[src/rtl/i2s_frame_ctrl.sv]
// i2s_frame_ctrl: master-mode I2S frame controller placed in front of i2s_core.
//
// Generates the serial bit clock and word select from the system clock. The stream
// starts and stops only on whole-frame boundaries. The din->dout shortcut request is
// retimed to frame starts. A watchdog flags runs of frames in which no received sample
// arrived.
//
// Ports:
//   clk_i          system clock, all logic on the rising edge
//   rst_n_i        asynchronous reset, active low
//   enable_i       level: 1 = run the stream, 0 = stop at the end of the current frame
//   bypass_req_i   requested din->dout shortcut state
//   rx_val_i       received-sample pulse from i2s_core
//   miss_clr_i     pulse: clear missing_o and miss_cnt_o
//   running_o      1 while the controller is not idle
//   i2s_sclk_o     serial bit clock (registered)
//   i2s_lrclk_o    word select, 0 = left slot, 1 = right slot (registered)
//   frame_start_o  1-cycle pulse in the cycle lrclk becomes 0 (start of a left slot)
//   shortcut_o     to i2s_core din_dout_shortcut_i; changes only with frame_start_o
//   missing_o      sticky miss flag
//   miss_cnt_o     saturating count of miss events
module i2s_frame_ctrl #(
  parameter int unsigned SCLK_HALF_DIV = 8,
  parameter int unsigned SLOT_BITS     = 32,
  parameter int unsigned WDOG_FRAMES   = 4,
  parameter int unsigned CNT_W         = 16
) (
  input  logic             clk_i,
  input  logic             rst_n_i,
  input  logic             enable_i,
  input  logic             bypass_req_i,
  input  logic             rx_val_i,
  input  logic             miss_clr_i,
  output logic             running_o,
  output logic             i2s_sclk_o,
  output logic             i2s_lrclk_o,
  output logic             frame_start_o,
  output logic             shortcut_o,
  output logic             missing_o,
  output logic [CNT_W-1:0] miss_cnt_o
);

  localparam int unsigned DivW = (SCLK_HALF_DIV > 1) ? $clog2(SCLK_HALF_DIV) : 1;
  localparam int unsigned BitW = (SLOT_BITS > 1) ? $clog2(SLOT_BITS) : 1;
  localparam int unsigned FrW  = $clog2(WDOG_FRAMES + 1);

  localparam logic [DivW-1:0] DivLast = DivW'(SCLK_HALF_DIV - 1);
  localparam logic [BitW-1:0] BitLast = BitW'(SLOT_BITS - 1);
  localparam logic [FrW-1:0]  FrLast  = FrW'(WDOG_FRAMES - 1);

  typedef enum logic [1:0] {
    StIdle,
    StRun,
    StStop
  } state_e;

  state_e           state_q, state_d;
  logic [DivW-1:0]  div_q, div_d;
  logic [BitW-1:0]  bit_q, bit_d;
  logic             sclk_q, sclk_d;
  logic             lrclk_q, lrclk_d;
  logic             fs_q, fs_d;
  logic             running_q, running_d;
  logic             sc_q, sc_d;
  logic [FrW-1:0]   fr_q, fr_d;
  logic             miss_q, miss_d;
  logic [CNT_W-1:0] mcnt_q, mcnt_d;

  logic tick;
  logic sclk_fall;
  logic slot_end;
  logic frame_end;
  logic miss_evt;

  // Clock timing decode.
  always_comb begin
    tick      = (div_q == DivLast);
    sclk_fall = tick && sclk_q;
    slot_end  = sclk_fall && (bit_q == BitLast);
    frame_end = slot_end && lrclk_q;
  end

  // Frame FSM and clock generation.
  always_comb begin
    state_d = state_q;
    div_d   = div_q;
    bit_d   = bit_q;
    sclk_d  = sclk_q;
    lrclk_d = lrclk_q;
    fs_d    = 1'b0;

    unique case (state_q)
      StIdle: begin
        div_d   = '0;
        bit_d   = '0;
        sclk_d  = 1'b0;
        lrclk_d = 1'b0;
        if (enable_i) begin
          state_d = StRun;
          fs_d    = 1'b1;
        end
      end

      StRun, StStop: begin
        if (tick) begin
          div_d  = '0;
          sclk_d = ~sclk_q;
        end else begin
          div_d = div_q + 1'b1;
        end
        if (sclk_fall) begin
          bit_d = (bit_q == BitLast) ? '0 : bit_q + 1'b1;
        end
        if (slot_end) begin
          lrclk_d = ~lrclk_q;
        end

        if (frame_end && !enable_i) begin
          // The frame is complete: drop straight to idle without a start pulse.
          state_d = StIdle;
          div_d   = '0;
          bit_d   = '0;
          sclk_d  = 1'b0;
          lrclk_d = 1'b0;
        end else begin
          // Re-enabling while stopping keeps the running stream and its counters.
          state_d = enable_i ? StRun : StStop;
          fs_d    = frame_end;
        end
      end

      default: begin
        state_d = StIdle;
      end
    endcase
  end

  // Shortcut retiming and running flag.
  always_comb begin
    sc_d      = fs_d ? bypass_req_i : sc_q;
    running_d = (state_d != StIdle);
  end

  // Watchdog: counts visible frame-start pulses, cleared by any received sample.
  always_comb begin
    fr_d     = fr_q;
    miss_evt = 1'b0;
    if (state_q == StIdle) begin
      fr_d = '0;
    end else if (rx_val_i) begin
      fr_d = '0;
    end else if (fs_q) begin
      if (fr_q == FrLast) begin
        fr_d     = '0;
        miss_evt = 1'b1;
      end else begin
        fr_d = fr_q + 1'b1;
      end
    end
  end

  // Miss flag and counter; a same-cycle miss event beats the clear.
  always_comb begin
    miss_d = miss_q;
    mcnt_d = mcnt_q;
    if (miss_evt) begin
      miss_d = 1'b1;
      if (miss_clr_i) begin
        mcnt_d = CNT_W'(1);
      end else if (mcnt_q != '1) begin
        mcnt_d = mcnt_q + 1'b1;
      end
    end else if (miss_clr_i) begin
      miss_d = 1'b0;
      mcnt_d = '0;
    end
  end

  always_ff @(posedge clk_i or negedge rst_n_i) begin
    if (!rst_n_i) begin
      state_q   <= StIdle;
      div_q     <= '0;
      bit_q     <= '0;
      sclk_q    <= 1'b0;
      lrclk_q   <= 1'b0;
      fs_q      <= 1'b0;
      running_q <= 1'b0;
      sc_q      <= 1'b0;
      fr_q      <= '0;
      miss_q    <= 1'b0;
      mcnt_q    <= '0;
    end else begin
      state_q   <= state_d;
      div_q     <= div_d;
      bit_q     <= bit_d;
      sclk_q    <= sclk_d;
      lrclk_q   <= lrclk_d;
      fs_q      <= fs_d;
      running_q <= running_d;
      sc_q      <= sc_d;
      fr_q      <= fr_d;
      miss_q    <= miss_d;
      mcnt_q    <= mcnt_d;
    end
  end

  always_comb begin
    running_o     = running_q;
    i2s_sclk_o    = sclk_q;
    i2s_lrclk_o   = lrclk_q;
    frame_start_o = fs_q;
    shortcut_o    = sc_q;
    missing_o     = miss_q;
    miss_cnt_o    = mcnt_q;
  end

endmodule
[config.mk]
export PLATFORM = sky130hd
export DESIGN_NAME = i2s_frame_ctrl
export DESIGN_NICKNAME = d
export VERILOG_FILES = /design/src/rtl/i2s_frame_ctrl.sv
export SDC_FILE = /design/constraint.sdc
export NUM_CORES = 1
export LEC_CHECK = 0
export CORE_AREA = 2 2 60 62
export DETAILED_ROUTE_END_ITERATION = 7
export DIE_AREA = 0 0 62 64
export HOLD_SLACK_MARGIN = 0.02
export PLACE_DENSITY = 0.83
export SKIP_CTS_REPAIR_TIMING = 1
export SLEW_MARGIN = 20
export SYNTH_ARGS = -nofsm -noshare
export SYNTH_HDL_FRONTEND = slang
export SYNTH_SLANG_ARGS = --single-unit
export TNS_END_PERCENT = 1
[constraint.sdc]
create_clock -name clk_i -period 4.7 [get_ports clk_i]
set_input_delay 0.94 -clock clk_i [delete_from_list [all_inputs] [get_ports clk_i]]
set_output_delay 0.94 -clock clk_i [all_outputs]
set_load 0.01 [all_outputs]
Yosys cells after proc, flatten, opt, wreduce, memory -nomap -nowiden

Index checks and enable logic that the tools add are counted.

Add/sub/neg operators: 4
Multiply operators: 0
Div/mod/pow operators: 0
$lt $le $gt $ge: 0
Equal/unequal tests: 9
Shifts and indexed selects: 0
Multiplexer cells: 34
Bitwise logic cells: 2
Reduce and logical (&&, ||, !) cells: 16

Operators by type and width:

| cell                                                             | count |
|---|---|
| 16-bit 2-to-1 mux                                                | 4 |
| 3-bit 2-to-1 mux                                                 | 6 |
| 16-bit by 1-bit adder with 16-bit output (second input constant) | 1 |
| 16-bit != test (second input constant)                           | 1 |
| 5-bit 2-to-1 mux                                                 | 3 |
| 1-bit 2-to-1 mux                                                 | 12 |
| 5-bit case mux with 2 select lines                               | 1 |
| 3-bit != test (second input constant)                            | 3 |
| 2-bit AND reduction                                              | 4 |
| 2-bit nonzero test                                               | 4 |
| 3-bit by 1-bit adder with 3-bit output (second input constant)   | 2 |
| 2-bit 2-to-1 mux                                                 | 3 |
| 1-bit case mux with 2 select lines                               | 3 |
| 3-bit case mux with 2 select lines                               | 1 |
| 5-bit by 1-bit adder with 5-bit output (second input constant)   | 1 |
| 5-bit == test (second input constant)                            | 1 |
| 1-bit logical AND                                                | 4 |
| 2-bit case mux with 2 select lines                               | 1 |
| 3-bit by 2-bit == test with 1-bit output (second input constant) | 1 |
| 3-bit == test (second input constant)                            | 1 |
| 3-bit nonzero test                                               | 1 |
| 2-bit by 1-bit == test with 1-bit output (second input constant) | 1 |
| 2-bit == test (second input constant)                            | 1 |
| 2-bit zero test                                                  | 1 |
| other kinds (3)                                                  | 4 |

Register bits: 35
Latch bits: 0
RAM bits: 0
Memory bits (read-only): 0
Input bits: 6
Output and inout port bits: 22
Logic and storage cells: 76
Memories kept: 0

Longest topological paths before layout

Depth in word-level cells: 8
Mapped depth: 7
Gate-level depth less buffers: 7

Least setup slack after synthesis

Ideal clock, no wire load.

Path kind: input-to-reg
From: in rx_val_i
To: reg mcnt_q[11] (netlist: miss_cnt_o[11])
Setup time: 0.082 ns
Arrival time: 2.543 ns
Required time: 4.618 ns
Setup slack: 2.075 ns
Stages on the path: 5
Buffers on the path: 1
Path through: or4b_4 -> or4_1 -> buf_2 -> or3_1 -> a31oi_1

Cells in the longest elaborated chain, start to end: 4
Elaborated cells on any way between the ends: 5
Classes of those cells: mux: 3; reduce/logical: 2

RTL lines:

| element                              | RTL line | text |
|---|---|---|
| start: declaration                   | 32       | `input logic rx_val_i,` |
| 1-bit 2-to-1 mux *                   | 150      | `end else if (rx_val_i) begin` |
| 1-bit 2-to-1 mux *                   | 148      | `if (state_q == StIdle) begin` |
| 2-bit nonzero test (no source line)  | n/a      |  |
| 2-bit AND reduction (no source line) | n/a      |  |
| end signal: assignment               | 203      | `mcnt_q <= mcnt_d;` |
| end: declaration                     | 67       | `logic [CNT_W-1:0] mcnt_q, mcnt_d;` |

Mark *: on every way between the ends. The rest lies on a longest branch, timed or not.
A chain may end at the register's enable or synchronous reset.

Worst setup path after layout

From: in rx_val_i
To: reg mcnt_q[10] (netlist: miss_cnt_o[10])

Same word-level chain as after synthesis.

==> impl_metrics.yaml <==
clocking:
  cts.htree.levels: 2
  cts_sinks: 35
  clk_latency_ns: 0.33
  cts_tree: "built"
  cts_buffer_depth: 2
  cts-root-buf: "clkbuf_4"
  cts_buffers: 5
  clkTransAtPathRegs_ns: 0.10
power_and_ir_drop:
  irDropWorstVdd_mv: 0.3496
  clock_power_share_pct: 24.6
  p_int_mw: 0.5122
  combPwrFrac_pct: 27.9
  p_leak_nw: 0.9038
  cellPowerDensity_mw_per_mm2: 342.0
  p_sw_share_pct: 31.95
  seqPwrFrac_pct: 47.5
  power.net_switching_mw: 0.2405
  total_power_mw: 0.7528
floorplan:
  dieArea_mm2: 0.003968
  initial_core_util_pct: 55.70
  core_mm2: 0.003284
  fp.dieH_um: 64
  rows: 21
  io_pins: 28
  die_x_um: 62
layout:
  layout_commonest_cell: "dfrtp_1"
  area_growth_pct: 20.31
  drive_gt1_share_pct: 5.333
  num_antenna_cells: 0
  fin_util_pct: 67.01
  layout_common_cells: "dfrtp_1 (35), clkdlybuf4s50_1 (27), o21ai_0 (22), nand2_1 (18), a21oi_1 (13)"
  nets: 238
  fill_cells: 280
  fin_area_mm2: 0.002201
sta:
  finalSetupViolCount: 0
  fmax_mhz: 346.2
  worst_pin_slew_ns: 0.6647
  rsz0062_at_grt: "no"
  fin_skew_ns: 0.006029
  slew_headroom_pct: 55.28
  fin_crit_sh_pct: 61.46
  finalCriticalPeriod_ns: 2.888
  hold_violations: 0
  setup_tns_ns: 0
  drv_slew: 0
  holdWs_ns: 0.4812
drt:
  vias_per_cell: 5.812
  wl_per_cell_um: 13.56
  drc: 0
  drt_iter0_drc: 65
  vias: 1575
  postRouteAntennaNets: 0
  wl_mm: 3.676
  dr.pass1.iters: 4
setup_path:
  worstPathCellList: "clkdlybuf4s50_1 -> or4b_4 -> or4_1 -> or3_1 -> a31oi_1"
  cp_top_family: "simple AND/OR/NAND/NOR gates"
  crit_buf_inv: 1
  slowest_delay_ns: 0.64
  cp-start-kind: "primary input"
  critPathKind: "in -> reg"
  crit_path_end_kind: "register"
  worstPathRequired_ns: 4.95
  r2r_slack_ns: 2.08
  critPathMaxFanout: 8
  slowest_stage: "or4_1"
  crit_arrival_ns: 3.14
place:
  gp_congestion: 0.8172
  io_buffers: 27
  hpwl_mm: 2.615
  place_area_mm2: 0.002132
synth:
  synth-seq-cells: 35
  yosysSeqAreaShare_pct: 47.88
  synth_warnings: 0
  syn_area_per_cell_um2: 9.286
  async_flop_share_pct: 100.0
  synth.distinct_cells: 37
  syn-num-nets: 211
  synth_edf_count: 0
  synthCells: 197
  yosys_most_used_dff: "dfrtp_1"
  syn_area_mm2: 0.001829
min_path:
  holdCritPathClass: "reg -> reg"
run:
  max_cap_violations: 0
grt:
  grt_max_degree: 36
  grt_pass1_vias: 1440
  grt_overflow_total: 0
  grt_pass1_wl_mm: 6.258
  antenna_found_initial: 0
  track_usage_pct: 20.74
status:
  run_status: "complete, no violations"
[power groups by stage]
stage	registers, mW	logic [mW]	clock network (mW)
after global routing	0.362	0.238	0.205
final	0.358	0.210	0.185
after detailed placement	0.364	0.210	0
after CTS	0.358	0.210	0.193
after floorplan	0.364	0.141	0
after global placement	0.362	0.205	0
[cell usage after synthesis (all sizes together), types with 2 or more instances]
| master | n | area, um^2 |
|---|---|---|
| o21bai | 2 | 15.01 |
| nand2 | 18 | 67.56 |
| nand4 | 4 | 25.02 |
| nor3b | 3 | 22.52 |
| o21ai | 22 | 110.1 |
| or3 | 8 | 50.05 |
| nand2b | 2 | 12.51 |
| nor2 | 7 | 26.28 |
| nor4 | 2 | 12.51 |
| dfrtp | 35 | 875.8 |
| o31ai | 2 | 15.01 |
| nor3 | 9 | 45.04 |
| and3 | 7 | 43.79 |
| clkbuf | 6 | 22.52 |
| or4 | 3 | 22.52 |
| a31oi | 6 | 37.54 |
| inv | 7 | 26.28 |
| xnor2 | 2 | 17.52 |
| ha | 8 | 100.1 |
| nor4b | 2 | 17.52 |
| nand3 | 11 | 55.05 |
| a21oi | 13 | 65.06 |
| nor2b | 3 | 18.77 |
| buf | 2 | 10.01 |
[cell families after synthesis]
family,Yosys count,synth area share (%)
flops,35,47.88
xor+xnor,2,0.9578
mux,1,0.6156
fa+ha+maj,8,5.472
buf+inv,15,3.215
compound gates,53,16.96
simple gates,83,24.90
[path summary, 6_finish.rpt]
path / startpoint / to / cells after the start
worst max register to register: state_q[0] / miss_cnt_o[10] / 6
max in group asynchronous: rst_n_i / fr_q[0] / 2
worst max-delay path: rx_val_i / miss_cnt_o[10] / 5
worst min-delay path: bit_q[3] / bit_q[3] / 1
worst min register to register: bit_q[3] / bit_q[3] / 1
min in group asynchronous: rst_n_i / miss_cnt_o[7] / 2
[area by class of cell]
cell class	count	area, um^2	share of cell area [%]
timing repair buffer	28	277.8	12.62
clock buffer	8	68.82	3.127
multi-input combinational	147	894.6	40.65
tap	46	57.56	2.615
inverter	7	26.28	1.194
sequential	35	875.8	39.80
[metal layers]
metal | part of all wire (%) | global-route usage [%] | wire [um]
met5 | 0 | 0 | 0
met4 | 1.1 | 5.585 | 40
met3 | 4.6 | 5.668 | 170
met2 | 50 | 33.33 | 1826
met1 | 45 | 27.04 | 1639
[through the flow]
stage	setup WS, ns	instances
finish	1.812	271
floorplan	2.075	197
detailed placement	1.466	263
CTS	1.821	271
global placement	1.510	263
global route	1.710	271
[flip-flops by register name (all words and copies together), names as in the netlist]
signal         flops
running_o          1
i2s_sclk_o         1
missing_o          1
fr_q               3
frame_start_o      1
div_q              3
bit_q              5
i2s_lrclk_o        1
shortcut_o         1
miss_cnt_o        16
state_q            2
[worst reg2reg max path, cell delays in order (launching register included)]
cell and delay, ns:
dfrtp_1 0.38, inv_1 0.05, ha_1 0.33, or4b_4 0.62, or4_1 0.64, or3_1 0.36, a31oi_1 0.17
(Power assumes the default switching activity.)
